File: src/rtl/sync_marker_tx.sv
// Transmit framer for the 0111 sync-marker serial link: marker, payload, idle-zero gap.
// Define TX_BIT_STUFF_EN to insert a 0 after two payload 1s so 0111 only appears as the marker.
module sync_marker_tx #(
    parameter int DATA_W     = 8,
    parameter int GAP_CYCLES = 2,
    parameter bit MSB_FIRST  = 1'b1
) (
    input  logic              clk,
    input  logic              rst,
    input  logic [DATA_W-1:0] tx_data,
    input  logic              tx_valid,
    output logic              tx_ready,
    output logic              serial_out,
    output logic              frame_active,
    output logic              stuff_out
);

`ifdef TX_BIT_STUFF_EN
    localparam bit STUFF_EN = 1'b1;
`else
    localparam bit STUFF_EN = 1'b0;
`endif

    localparam int IDX_W = $clog2(DATA_W + 1);
    localparam int GAP_W = $clog2(GAP_CYCLES + 2);

    typedef enum logic [1:0] {
        S_IDLE,
        S_SYNC,
        S_DATA,
        S_GAP
    } state_t;

    // The state registers describe the bit currently on serial_out, not the next one.
    state_t            state_q,    state_d;
    logic [DATA_W-1:0] data_q,     data_d;
    logic [IDX_W-1:0]  idx_q,      idx_d;
    logic [1:0]        ones_q,     ones_d;
    logic [1:0]        sync_cnt_q, sync_cnt_d;
    logic [GAP_W-1:0]  gap_q,      gap_d;
    logic              serial_q,   serial_d;
    logic              active_q,   active_d;
    logic              stuff_q,    stuff_d;
    logic              ready_q,    ready_d;

    logic pay_done;
    logic do_stuff;
    logic pay_bit;
    logic step;

    always_comb begin
        pay_done = (idx_q == IDX_W'(DATA_W));
        do_stuff = STUFF_EN && (ones_q == 2'd2) && !pay_done;
        pay_bit  = MSB_FIRST ? data_q[DATA_W-1] : data_q[0];
        // Last marker bit and every payload cycle pick the next payload/stuff bit.
        step     = (state_q == S_DATA) || ((state_q == S_SYNC) && (sync_cnt_q == 2'd3));

        state_d    = state_q;
        data_d     = data_q;
        idx_d      = idx_q;
        ones_d     = ones_q;
        sync_cnt_d = sync_cnt_q;
        gap_d      = gap_q;
        serial_d   = 1'b0;
        active_d   = 1'b0;
        stuff_d    = 1'b0;

        case (state_q)
            S_IDLE: begin
                if (tx_valid) begin
                    state_d    = S_SYNC;
                    data_d     = tx_data;
                    idx_d      = '0;
                    ones_d     = '0;
                    sync_cnt_d = '0;
                    active_d   = 1'b1;
                end
            end
            S_SYNC: begin
                if (sync_cnt_q != 2'd3) begin
                    sync_cnt_d = sync_cnt_q + 2'd1;
                    serial_d   = 1'b1;
                    active_d   = 1'b1;
                end
            end
            S_GAP: begin
                if (int'(gap_q) + 1 >= GAP_CYCLES) begin
                    state_d = S_IDLE;
                end else begin
                    gap_d = gap_q + GAP_W'(1);
                end
            end
            default: begin
            end
        endcase

        if (step) begin
            if (pay_done) begin
                gap_d = '0;
                if (GAP_CYCLES > 0) begin
                    state_d = S_GAP;
                end else begin
                    state_d = S_IDLE;
                end
            end else begin
                state_d  = S_DATA;
                active_d = 1'b1;
                if (do_stuff) begin
                    // Stuffed zero: hold the bit index, restart the run of ones.
                    stuff_d = 1'b1;
                    ones_d  = '0;
                end else begin
                    serial_d = pay_bit;
                    data_d   = MSB_FIRST ? (data_q << 1) : (data_q >> 1);
                    idx_d    = idx_q + IDX_W'(1);
                    ones_d   = pay_bit ? (ones_q + 2'd1) : 2'd0;
                end
            end
        end

        ready_d = (state_d == S_IDLE);
    end

    always_ff @(posedge clk or posedge rst) begin
        if (rst) begin
            state_q    <= S_IDLE;
            data_q     <= '0;
            idx_q      <= '0;
            ones_q     <= '0;
            sync_cnt_q <= '0;
            gap_q      <= '0;
            serial_q   <= 1'b0;
            active_q   <= 1'b0;
            stuff_q    <= 1'b0;
            ready_q    <= 1'b1;
        end else begin
            state_q    <= state_d;
            data_q     <= data_d;
            idx_q      <= idx_d;
            ones_q     <= ones_d;
            sync_cnt_q <= sync_cnt_d;
            gap_q      <= gap_d;
            serial_q   <= serial_d;
            active_q   <= active_d;
            stuff_q    <= stuff_d;
            ready_q    <= ready_d;
        end
    end

    assign tx_ready     = ready_q;
    assign serial_out   = serial_q;
    assign frame_active = active_q;
    assign stuff_out    = stuff_q;

endmodule

File: config.mk
export PLATFORM = sky130hd
export DESIGN_NAME = sync_marker_tx
export DESIGN_NICKNAME = d
export VERILOG_FILES = /design/src/rtl/sync_marker_tx.sv
export SDC_FILE = /design/constraint.sdc
export NUM_CORES = 1
export LEC_CHECK = 0
export CAP_MARGIN = 10
export CORE_UTILIZATION = 35
export CTS_CLUSTER_SIZE = 10
export DETAILED_ROUTE_END_ITERATION = 16
export PLACE_DENSITY = 0.57
export SLEW_MARGIN = 20
export SYNTH_ARGS = -nofsm -noshare
export SYNTH_HDL_FRONTEND = slang
export SYNTH_SLANG_ARGS = --single-unit
export TNS_END_PERCENT = 20
File: constraint.sdc
create_clock -name clk -period 1.5 [get_ports clk]
set_input_delay 0.3 -clock clk [delete_from_list [all_inputs] [get_ports clk]]
set_output_delay 0.3 -clock clk [all_outputs]
set_load 0.02 [all_outputs]
==> metrics.md, run 1 <==
| Metric | Value |
|---|---|
| Run status | completed |
| Cell taking the most area after synthesis | sky130_fd_sc_hd__dfrtp_1 |
| Sequential element share of the synthesized area | between 40% and 50% |
| First-pass iteration count of the detailed router | 4 |
| Crit share post-route | roughly 97% |
| First-pass GRT wire length | just over 4000 µm |
| Floorplan row count | 21 |
| Type of element capturing the critical path | flip-flop |
| Clock Tree Buf Depth | 2 |
| Synth Instances | approximately 120 |
| Crit path cell chain | inv_2, ha_2, buf_4, nor2b_4, o21bai_1, a22o_1 |
| Final Hold Vio Count | 0 |
| Final critical path time including I/O delays and setup | between 1000 and 1500 ps |
| Total area of sequential cells | about 530 µm² |
| Peak clock frequency supported by timing | a little under 0.7 GHz |
| Critical path buffers and inverters | 2 |
| Biggest area contributors in the synthesized netlist | sky130_fd_sc_hd__dfrtp_1, sky130_fd_sc_hd__ha_1, sky130_fd_sc_hd__nand3_1, sky130_fd_sc_hd__mux2i_1, sky130_fd_sc_hd__nand2_1 |
| Cell with the largest stage delay on the worst path | sky130_fd_sc_hd__dfrtp_1 |
| Synth cell types | 37 |
| Number of clock buffers inserted by TritonCTS | 3 |
| Footprint of the multi-input gates | between 600 and 700 µm² |
| Leakage power figure | 0.718 nW |
| Worst slack at placement | -36.9 ps |
| Number of synthesized register bits | 21 |
| Overall routed net length | ~2500 µm |
| Number of vias per cell | roughly 5 |
| Pin count of the biggest net entering global routing | 13 |
| Post-synthesis area per instance | slightly below 10 µm² |
| Quantity of I/O buffers inserted on ports | 13 |
| Initial detailed-routing violation count | 27 |
| Final-report max-slew violation count | 0 |
| Classification of the worst-slack hold path | primary input to asynchronous set/reset pin |
| Summed area of non-filler cells in the final layout | around 1600 µm² |
| Setup violations, final | 0 |
| Share of final-layout standard cells stronger than drive strength 1 | between 20% and 30% |
| Core Util, Final | approximately 46% |
| Die outline height | 61.0 µm |
| Total number of vias | roughly 970 |
| Warnings, synthesis | 0 |
| Total number of clock tree sinks | 21 |
| Clock latency on the worst-skew pair | between 300 and 400 ps |
| Maximum fanout along the worst path | 4 |
| Maximum single-stage delay on the critical path | between 400 and 500 ps |
| Data required, critical path | around 1700 ps |
| Worst Slack Setup Final | 51.9 ps |
| Net count after synthesis | approximately 140 |
| Type of the worst setup path | flip-flop to flip-flop |
| Crit path launch type | flip-flop |
| Worst Clk Skew | roughly 4.9 ps |
| Total power divided by cell area | 2090 nW/µm² |
| Maximum ir drop on the vdd rail | just under 700 µV |
| Clock transition time at the flip-flop clock pins of the worst setup and hold paths | 130 ps |
| Antenna Violating Nets Remaining | 0 |
| Antenna Diode Count | 0 |
| Total number of nets in the final design | approximately 170 |
| Clock tree from TritonCTS | done |
| Level count of the clock H-tree | 1 |
| Fillers | around 320 |
| # IOs | 15 |
| Post-detailed-placement half-perimeter wirelength | 1820 µm |
| Max_cap viols | 0 |
| Area of the core | roughly 3300 µm² |
| Wire length per cell | roughly 13 µm |
| Synthesized area | around 1200 µm² |
| GRT Resource Usage Total | between 10% and 20% |
| Area added between synthesis and finish | 27.2% |
| Via count of the first global-routing pass | 911 |
| Data arrival time of the critical path | approximately 1700 ps |
| Clk Tree Root Cell | sky130_fd_sc_hd__clkbuf_4 |
| Number of remaining DRC errors | 0 |
| Placer congestion estimate | between 0.7 and 0.8 |
| Fraction of synthesized cell area taken by the top area cell type | around 40% |
| Effective utilization at floorplan | around 37% |
| Number of antenna violations at the first check in global routing | 0 |
| DP Area | 1460 µm² |
| Number of hold-repair buffers added at the cts stage | 0 |
| Worst path top cell family by delay | flip-flops |
| Width of the chip | approximately 61 µm |
| Area of the die | 3720 µm² |
| Remaining global-route overflow | 0 |
## registers in the layout, indices dropped and copies added, names as in the netlist, named ones only
register and cells:
idx_q 3, serial_out 1, tx_ready 1, frame_active 1
state_q 2, data_q 8, gap_q 2, sync_cnt_q 2
## final cells by class
type / instances / area share, %
timing repair buffer: 30 / 16.5
inverter: 7 / 1.69
clock inverter: 1 / 0.323
multi-input combinational: 88 / 42.3
clock buffer: 3 / 1.45
tap: 46 / 3.71
sequential: 21 / 34.1
## timing repair
item                       CTS  global route
setup endpoints to repair   14            17
pin swaps                    0             1
setup buffers                0             2
resized for setup            4            12
## metrics by stage
step	TNS (ps)	power (mW)	hold slack (ps)	std cells
after CTS	0	3.11	236	194
final	0	3.24	231	196
after global placement	-14.9	2.77	491	190
after global routing	-13.4	3.53	255	196
after floorplan	0	2.26	276	123
after detailed placement	-273	2.82	497	190
## final timing paths
| path | to | slack [ps] | from | cells after the start |
|---|---|---|---|---|
| setup / recovery | sync_cnt_q[0] | 50 | state_q[1] | 6 |
| hold / removal | gap_q[0] | 230 | rst | 2 |
| setup reg to reg | sync_cnt_q[0] | 50 | state_q[1] | 6 |
| hold reg to reg | data_q[4] | 520 | data_q[3] | 2 |
| max in group asynchronous | asynchronous set/reset pin | 830 | rst | 3 |
| min in group clk | data_q[4] | 520 | data_q[3] | 2 |
## synth_stat cells, drive strengths merged
master / count
a31oi: 1
o211ai: 1
a32o: 1
nand3: 15
or3: 1
buf: 7
ha: 9
mux2: 1
conb: 1
mux2i: 7
a21o: 2
or2: 1
nand4: 1
a22oi: 1
a22o: 1
dfrtp: 20
o21bai: 1
nor2b: 3
inv: 7
nand3b: 2
nand2: 13
a221o: 1
and3b: 1
and4: 1
nand2b: 2
a21oi: 4
a21boi: 1
dfstp: 1
nor2: 3
o21ai: 13
## power by group
| group | internal, mW | switching, mW |
|---|---|---|
| registers | 0.853 | 0.169 |
| logic | 0.937 | 0.992 |
| clock network | 0.0997 | 0.190 |
## cell families after synthesis
logic type                 Yosys count  share of synthesized area (%)
DFF                                 21                           43.2
and+or+nand+nor                     43                           19.3
muxes                                8                           6.67
adders and majority gates            9                           9.24
other                                1                          0.308
AOI/OAI and AO/OA                   27                           14.5
buffers and inverters               14                           6.78
## layer usage
layer  routed length, µm  global-route usage [%]  part of all wire, %  up-vias
met1                1160                    20.3                   47      470
li1                    -                       -                    -      483
met5                   0                       0                    0        -
met3                  51                    3.41                  2.1        4
met4                  39                    6.82                  1.6        0
met2                1210                    23.7                   49       14
## cell usage in the layout, fill, tap and decap left out, types with 2 or more instances in the layout
master                            synthesis  final
sky130_fd_sc_hd__a21oi_1                  3      3
sky130_fd_sc_hd__clkdlybuf4s50_1          0     10
sky130_fd_sc_hd__nand2b_1                 2      2
sky130_fd_sc_hd__nand3_1                 15     15
sky130_fd_sc_hd__nand3b_1                 2      2
sky130_fd_sc_hd__nand2_1                 12     12
sky130_fd_sc_hd__dlygate4sd2_1            0      2
sky130_fd_sc_hd__dfrtp_1                 20     19
sky130_fd_sc_hd__o21ai_1                  8      9
sky130_fd_sc_hd__mux2i_1                  7      7
sky130_fd_sc_hd__ha_1                     9      5
sky130_fd_sc_hd__clkbuf_4                 0      3
sky130_fd_sc_hd__inv_1                    7      6
sky130_fd_sc_hd__buf_4                    1     17
sky130_fd_sc_hd__o21ai_0                  5      4
sky130_fd_sc_hd__ha_2                     0      3
sky130_fd_sc_hd__nor2_1                   2      2
sky130_fd_sc_hd__nor2b_1                  2      2
No activity file was read; power rests on OpenSTA's default activity.
==> run 2: changes to the inputs <==
--- a/config.mk
+++ b/config.mk
@@ -9,6 +9,7 @@
 export CORE_UTILIZATION = 35
 export CTS_CLUSTER_SIZE = 10
 export DETAILED_ROUTE_END_ITERATION = 16
+export MAX_ROUTING_LAYER = met4
 export PLACE_DENSITY = 0.57
 export SLEW_MARGIN = 20
 export SYNTH_ARGS = -nofsm -noshare
==> metrics.md, run 2 (synthesis results as in run 1) <==
| Metric | Value |
|---|---|
| Area of the core | 3340 µm² (unchanged) |
| Antenna Violating Nets Remaining | 0 (unchanged) |
| Clock tree from TritonCTS | done (unchanged) |
| Data required, critical path | 1710 ps (about the same) |
| Reg2reg path depth | 6 (unchanged) |
| Clock Tree Buf Depth | 2 (unchanged) |
| Die outline height | 61.0 µm (unchanged) |
| Clock latency on the worst-skew pair | 310 ps (about the same) |
| Effective utilization at floorplan | 36.5% (unchanged) |
| Antenna Diode Count | 0 (unchanged) |
| Summed area of non-filler cells in the final layout | 1550 µm² (unchanged) |
| Final Hold Vio Count | 0 (unchanged) |
| Critical path buffers and inverters | 2 (unchanged) |
| Level count of the clock H-tree | 1 (unchanged) |
| Run status | completed (unchanged) |
| GRT Resource Usage Total | 15.8% (was 15.3%) |
| Peak clock frequency supported by timing | 0.691 GHz (about the same) |
| Worst Slack Setup Final | 52.1 ps (was 51.9 ps) |
| Quantity of I/O buffers inserted on ports | 13 (unchanged) |
| Data arrival time of the critical path | 1660 ps (about the same) |
| Area of the die | 3720 µm² (unchanged) |
| Total power divided by cell area | 2090 nW/µm² (about the same) |
| Number of antenna violations at the first check in global routing | 0 (unchanged) |
| Total number of vias | 974 (was 971) |
| Pin count of the biggest net entering global routing | 13 (unchanged) |
| Most frequent cells in the layout | sky130_fd_sc_hd__dfrtp_1, sky130_fd_sc_hd__buf_4, sky130_fd_sc_hd__nand3_1 (unchanged) |
| Cell with the largest stage delay on the worst path | sky130_fd_sc_hd__dfrtp_1 (unchanged) |
| Crit share post-route | 96.5% (about the same) |
| First-pass iteration count of the detailed router | 4 (unchanged) |
| Crit path launch type | flip-flop (unchanged) |
| Register with the most flip-flops | data_q (unchanged) |
| DP Area | 1460 µm² (unchanged) |
| Most frequent standard cell in the layout excluding fill and tap cells | sky130_fd_sc_hd__dfrtp_1 (unchanged) |
| Max_cap viols | 0 (unchanged) |
| Placer congestion estimate | 0.770 (was 0.760) |
| Worst slack at placement | -36.9 ps (unchanged) |
| Maximum ir drop on the vdd rail | 673 µV (about the same) |
| Wire length per cell | 12.6 µm (about the same) |
| Crit path cell chain | inv_2, ha_2, buf_4, nor2b_4, o21bai_1, a22o_1 (unchanged) |
| Type of element capturing the critical path | flip-flop (unchanged) |
| Clock transition time at the flip-flop clock pins of the worst setup and hold paths | 130 ps (about the same) |
| Floorplan row count | 21 (unchanged) |
| Leading registers by flop count | data_q (8), idx_q (3) (unchanged) |
| Number of clock buffers inserted by TritonCTS | 3 (unchanged) |
| Worst Clk Skew | 4.32 ps (was 4.91 ps) |
| Number of remaining DRC errors | 0 (unchanged) |
| Classification of the worst-slack hold path | primary input to asynchronous set/reset pin (unchanged) |
| Number of cells on the critical path | 6 (unchanged) |
| Share of final-layout standard cells stronger than drive strength 1 | 24.0% (unchanged) |
| Total number of nets in the final design | 171 (unchanged) |
| Total number of clock tree sinks | 21 (unchanged) |
| Worst path top cell family by delay | flip-flops (unchanged) |
| Overall routed net length | 2480 µm (was 2470 µm) |
| Via count of the first global-routing pass | 911 (unchanged) |
| Type of the worst setup path | flip-flop to flip-flop (unchanged) |
| Final-report max-slew violation count | 0 (unchanged) |
| Max reg flops | 8 (unchanged) |
| Final critical path time including I/O delays and setup | 1450 ps (about the same) |
| Area added between synthesis and finish | 27.2% (unchanged) |
| # IOs | 15 (unchanged) |
| Maximum fanout along the worst path | 4 (unchanged) |
| Width of the chip | 61.0 µm (unchanged) |
| Maximum single-stage delay on the critical path | 440 ps (about the same) |
| Post-detailed-placement half-perimeter wirelength | 1820 µm (unchanged) |
| Clk Tree Root Cell | sky130_fd_sc_hd__clkbuf_4 (unchanged) |
| Setup violations, final | 0 (unchanged) |
| First-pass GRT wire length | 4130 µm (was 4140 µm) |
| Leakage power figure | 0.718 nW (unchanged) |
| Initial detailed-routing violation count | 28 (was 27) |
| Number of vias per cell | 4.97 (was 4.95) |
| Remaining global-route overflow | 0 (unchanged) |
==> run 2: timing repair <==
action,CTS,global route
setup buffers,0,2
hold endpoints to repair,0,0
hold buffers,0,0
pin swaps,0,1
resized for setup,4,12
setup endpoints to repair,14,17
==> run 2: worst reg2reg max path, delay by kind of cell, from the launching register on <==
| family | cells | cell delay, ps |
|---|---|---|
| and+or+nand+nor | 1 | 130 |
| DFF | 1 | 440 |
| AOI/OAI and AO/OA | 2 | 380 |
| adders and majority gates | 1 | 180 |
| buffers and inverters | 2 | 220 |
==> run 2: stage by stage <==
step           TNS (ps)  std cells  utilization (%)  power [mW]  hold slack, ps
6_report              0        196             46.5        3.24             229
5_1_grt           -13.4        196             46.5        3.53             255
4_1_cts               0        194             44.7        3.11             236
3_5_place_dp       -273        190             43.8        2.82             497
3_3_place_gp      -14.9        190             43.8        2.77             491
2_1_floorplan         0        123                -        2.26             276
==> run 2: worst paths after layout <==
kind / start / to / slack (ps)
min: rst / gap_q[0] / 230
max: state_q[1] / sync_cnt_q[0] / 50
max reg2reg: state_q[1] / sync_cnt_q[0] / 50
min reg2reg: data_q[3] / data_q[4] / 520
min in group clk: data_q[3] / data_q[4] / 520
max in group asynchronous: rst / asynchronous set/reset pin / 830
==> run 2: area by class of cell <==
class,count,area [µm²]
Fill cell,317,1790
Timing Repair Buffer,30,255
Multi-Input combinational cell,88,656
Sequential cell,21,528
Clock buffer,3,22.5
Tap cell,46,57.6
Inverter,7,26.3
Clock inverter,1,5.00
==> run 2: per-layer routing <==
layer  track usage, %  vias up  wire (µm)
li1                 -      482          -
met2             23.7       17       1200
met3             3.20        5         51
met1             20.5      470       1180
met4             6.82        0         48
met5                -        -          0
==> run 2: power by group <==
part | internal [mW] | total [mW] | switching (mW) | leakage, nW
sequential | 0.853 | 1.02 | 0.170 | 0.256
clock | 0.0998 | 0.290 | 0.190 | 0.0177
combinational | 0.937 | 1.93 | 0.993 | 0.444
==> run 3: changes to the inputs <==
--- a/config.mk
+++ b/config.mk
@@ -5,7 +5,7 @@
 export SDC_FILE = /design/constraint.sdc
 export NUM_CORES = 1
 export LEC_CHECK = 0
-export CAP_MARGIN = 10
+export CAP_MARGIN = 0
 export CORE_UTILIZATION = 35
 export CTS_CLUSTER_SIZE = 10
 export DETAILED_ROUTE_END_ITERATION = 16
==> results of run 3 <==
Final layout, timing and power as in run 2 (identical DEF).
